### src/rtl/regfile_sb.sv
// Parametrised register file with optional write-to-read bypass and a
// per-register pending-write scoreboard for decode-stage hazard detection.
module regfile_sb #(
    parameter int XLEN   = 32,
    parameter int NREGS  = 32,
    parameter int NREAD  = 2,
    parameter int BYPASS = 1
) (
    input  logic                   clk,
    input  logic                   rst,
    input  logic [NREAD*$clog2(NREGS)-1:0] readreg,
    output logic [NREAD*XLEN-1:0]  readdata,
    output logic [NREAD-1:0]       hazard,
    input  logic [$clog2(NREGS)-1:0] writereg,
    input  logic [XLEN-1:0]        writedata,
    input  logic                   regwrite,
    input  logic                   issue_valid,
    input  logic [$clog2(NREGS)-1:0] issue_rd,
    output logic                   busy
);

    localparam int AW = $clog2(NREGS);

    logic [XLEN-1:0]  regs [NREGS];
    logic [NREGS-1:0] pending;
    logic [NREGS-1:0] pending_next;
    logic             wr_en;

    assign wr_en = regwrite && (writereg != '0);

    // Clear first, then set: a new producer supersedes the retiring one.
    always_comb begin
        pending_next = pending;
        if (regwrite)
            pending_next[writereg] = 1'b0;
        if (issue_valid && (issue_rd != '0))
            pending_next[issue_rd] = 1'b1;
        pending_next[0] = 1'b0;
    end

    always_ff @(posedge clk) begin
        if (rst) begin
            for (int r = 0; r < NREGS; r++)
                regs[r] <= '0;
            pending <= '0;
        end else begin
            if (wr_en)
                regs[writereg] <= writedata;
            pending <= pending_next;
        end
    end

    for (genvar i = 0; i < NREAD; i++) begin : g_port
        logic [AW-1:0] ra;
        logic          fwd;

        assign ra  = readreg[i*AW +: AW];
        assign fwd = (BYPASS != 0) && wr_en && (writereg == ra);

        assign readdata[i*XLEN +: XLEN] = (ra == '0) ? '0 :
                                          fwd        ? writedata : regs[ra];
        assign hazard[i] = (ra != '0) && pending[ra] && !fwd;
    end

    assign busy = |pending;

endmodule

### config.mk
export PLATFORM = sky130hd
export DESIGN_NAME = regfile_sb
export DESIGN_NICKNAME = d
export VERILOG_FILES = /design/src/rtl/regfile_sb.sv
export SDC_FILE = /design/constraint.sdc
export NUM_CORES = 2
export LEC_CHECK = 0
export ABC_CLOCK_PERIOD_IN_PS = 2640
export BUFFER_PORTS_ARGS = -buffer_cell sky130_fd_sc_hd__buf_2
export CAP_MARGIN = 30
export CORE_MARGIN = 5
export CORE_UTILIZATION = 60
export CTS_BUF_LIST = sky130_fd_sc_hd__clkbuf_8
export DETAILED_ROUTE_END_ITERATION = 6
export PLACE_DENSITY = 0.85
export SLEW_MARGIN = 20
export SYNTH_ARGS = -nofsm -noshare
export SYNTH_HDL_FRONTEND = slang
export SYNTH_SLANG_ARGS = --single-unit
export TNS_END_PERCENT = 50
### constraint.sdc
create_clock -name clk -period 2.64 [get_ports clk]
set_input_delay 0.132 -clock clk [delete_from_list [all_inputs] [get_ports clk]]
set_output_delay 0.132 -clock clk [all_outputs]
set_load 0.01 [all_outputs]
==> results.md <==
* Layout cell share with drive strength beyond 1 at approximately a third
* Vias in the first global route at around 42,000
* Critical Path RT at approximately 2.5 ns
* CTS Buf Count at 169
* Die height at around 320 µm
* R2R Setup Slk at 1.28 ns
* Part of the cycle the worst path needs at 121%
* Maximum vdd drop at 0.630 mV
* Syn. warnings at 0
* Placeable Area at 0.0949 mm²
* Xor and xnor area share after synthesis at less than 1%
* Overall Power at approximately 39 mW
* Seq/Total Area, Yosys at a little over half
* Cell Area, Placed at between 0.06 and 0.07 mm²
* Via count at ~42,000
* Register share of total power at about half
* Routed WL per cell at around 35 µm
* Worst-margin pin slew at just over 1 ns
* Dpl ws at -0.145 ns
* H-tree depth at 4
* Synth top area cells: edfxtp_1 54%, mux4_2 17%, and2_1 11%
* Cell count after placement at 5,282
* Multi-input logic area at approximately 0.025 mm²
* Post-synthesis async set-or-reset flop share at 0%
* Slew Limit Headroom at 32.8%
* Vias/cell at approximately 7.4
* Area growth syn-to-layout at 15.6%
* Clock tree buffer depth at 3
* Post-synth EDFFs at between 1,000 and 1,500
* Num ports at between 100 and 150
* IO Port Bufs at between 100 and 150
* Mux share of post-synthesis cell area at between 20 and 25%
* Part of the power in the clock network at 34.5%
* Clock root cell: clkbuf_8
* Sw frac at a little over a quarter
* DRT antenna net count at 0
* Synthesized area per cell at 14.4 µm²
* Layout Cell Area excl Fill at 0.0662 mm²
* Die X at between 300 and 400 µm
* Largest net degree at the start of global routing at between 90 and 100
* RSZ-0062 raised after global routing: true
* Synth Cell Area at between 0.05 and 0.06 mm²
* First-pass GRT wire length at between 200,000 and 300,000 µm
* Storage cell area at ~0.031 mm²
* GP Congestion at around 0.96
* Setup TNS at -18.53 ns
* Psw at around 11 mW
* Overall Global Routing Usage at 37.7%
* Adder-cell area share of the yosys netlist at 0%
* Crit path time final at ~3.2 ns
* Critical path origin: regs[18][31]
* # rows at about 110
* Setup Skew at 0 ns
* Final Worst Setup Slack at -0.549 ns
* Die footprint at 0.102 mm²
* Final Max Slew Viols at 0
* Final hold violation count at 0
* WS Path Type: flop to output pin
* R2r startpoint: pending[4]
* Leak pwr at 23.9 nW
* Max Freq at roughly 0.31 GHz
* GR Overflow Total at 0
* Synth unique cells at between 60 and 70
* Post-Layout Cell Count at 5,681
* Critical Path AT at slightly above 3 ns
* Reg2reg end: pending[4]
* Layout Nets at roughly 4,300
* Post-synth top area share at 53.7%
* Synth Area in Compound Gates at 5.47%
* Most frequent cell after synthesis: edfxtp_1
* Max Cap Viol at 0
* Detailed placement HPWL at between 100,000 and 150,000 µm
* Main synth FF type: edfxtp_1
* Synthesized flop and latch total at between 1,000 and 1,500
* Final setup vio count at between 60 and 70
* Drt first pass iters at 7
* Simple-gate share of the synthesized area at 13.8%
* Power per Cell Area at roughly 600 mW/mm²
* Initial Utilization at roughly three fifths
* Initial antenna violation count at 14
* Startpoint types: flop
* Min-delay worst type: input port to flop
* Final wirelength at 197,000 µm
* Largest family of logic cells by synthesized area: multiplexers
* Area leader, netlist: edfxtp_1
* Clock latency at the later pin of the worst-skew pair at roughly 0.86 ns
* CP endpoint: readdata[31]
* Synthesized instance count at about 4,000
* Post-synth top cells: 1,024 x edfxtp_1, 999 x and2_1, 443 x mux4_2
* Cell internal pwr at around 29 mW
* CTS clk-pin slew, worst paths at 0.07 ns
* Crit. End Element: output pin
* Min-delay src: writereg[4]
* Worst Path Max Fanout at 2
* Clock net sink count at roughly 1,100
* CTS tree: built
* Outcome: finished, violations left
* Fillers at 5,719
* DRC at 13
* Comb power frac at approximately 15%
* Failing checks: DRC, setup timing
* R2R depth at 3
* 1st-iter DRT viols at around 8,000
[routing by layer]
layer | wire length (µm) | global-route usage, %
met2 | 85600 | 54.9
met5 | 215 | 0
met1 | 60500 | 47.8
met4 | 15400 | 23.0
met3 | 35500 | 15.2
[area by class of cell]
type	count	share of cell area [%]
multi-input combinational	2535	37.9
tap	1265	2.39
sequential	1055	47.4
antenna	10	0.0378
timing repair buffer	503	7.46
inverter	4	0.0246
clock buffer	174	3.62
clock inverter	135	1.14
[per-stage QoR]
| step | util (%) | hold slack, ns |
|---|---|---|
| after floorplan | - | 0.329 |
| after global placement | 64.4 | 0.486 |
| after detailed placement | 64.4 | 0.491 |
| after CTS | 69.3 | 0.00304 |
| after global routing | 69.8 | 0.123 |
| final | 69.8 | 0.0949 |
[state kept, by name, indices dropped and copies added, names as in the netlist]
name / count
pending: 31
regs: 1024
[kinds of logic (layout without fill, tap and decap cells)]
group / Yosys count / count (layout)
xor+xnor: 10 / 10
compound gates: 439 / 439
mux: 701 / 701
buf+inv: 427 / 816
other cells: 1 / 42
flops: 1055 / 1055
simple gates: 1353 / 1353
[worst max-delay path, stage by stage (launching register included)]
cell	delay [ns]
edfxtp_1	0.43
mux4_2	0.50
mux4_2	0.51
nor2_4	0.11
buf_6	0.13
a41oi_1	0.05
mux2_4	0.30
buf_2	0.15
[worst min-delay path by stage]
| stage | to | slack [ns] | cells past startpoint |
|---|---|---|---|
| 2_1_floorplan | pending[1] | 0.33 | 3 |
| 3_3_place_gp | pending[18] | 0.49 | 2 |
| 3_5_place_dp | pending[10] | 0.49 | 2 |
| 4_1_cts | pending[20] | 0.003 | 4 |
| 5_1_grt | pending[8] | 0.12 | 4 |
| 6_report | pending[22] | 0.09 | 5 |
[what timing repair did]
action                      CTS  global route
gates resized for setup     183            76
cloned                        0             0
pin swaps                    60            39
hold endpoints to repair   1013             0
setup endpoints to repair    66            66
setup buffers                12            13
hold buffers                 57             0
[cell usage in the layout, fill, tap and decap left out, types with 25 or more instances in the layout]
master | netlist | routed
edfxtp_1 | 1024 | 1024
and2_1 | 999 | 998
mux4_2 | 443 | 446
buf_4 | 22 | 239
mux2i_1 | 188 | 188
clkbuf_8 | 0 | 174
nand2_1 | 147 | 123
buf_2 | 52 | 89
buf_12 | 0 | 86
a221oi_1 | 105 | 83
o21ai_0 | 85 | 71
inv_1 | 2 | 64
a21oi_1 | 76 | 59
dlygate4sd3_1 | 0 | 57
mux2_2 | 66 | 52
o22ai_1 | 54 | 52
clkinv_1 | 2 | 37
or2_2 | 35 | 34
conb_1 | 1 | 32
nor2_1 | 66 | 31
dfxtp_1 | 31 | 27
buf_6 | 33 | 26
nor2_2 | 1 | 25
[power groups by stage]
stage	clock, mW	sequential [mW]	combinational [mW]
2_1_floorplan	0	19.9	3.22
3_3_place_gp	0	20.0	5.23
3_5_place_dp	0	20.1	5.32
4_1_cts	13.5	19.7	5.69
5_1_grt	14.4	19.8	6.17
6_report	13.6	19.8	6.10
(Power assumes the default switching activity.)
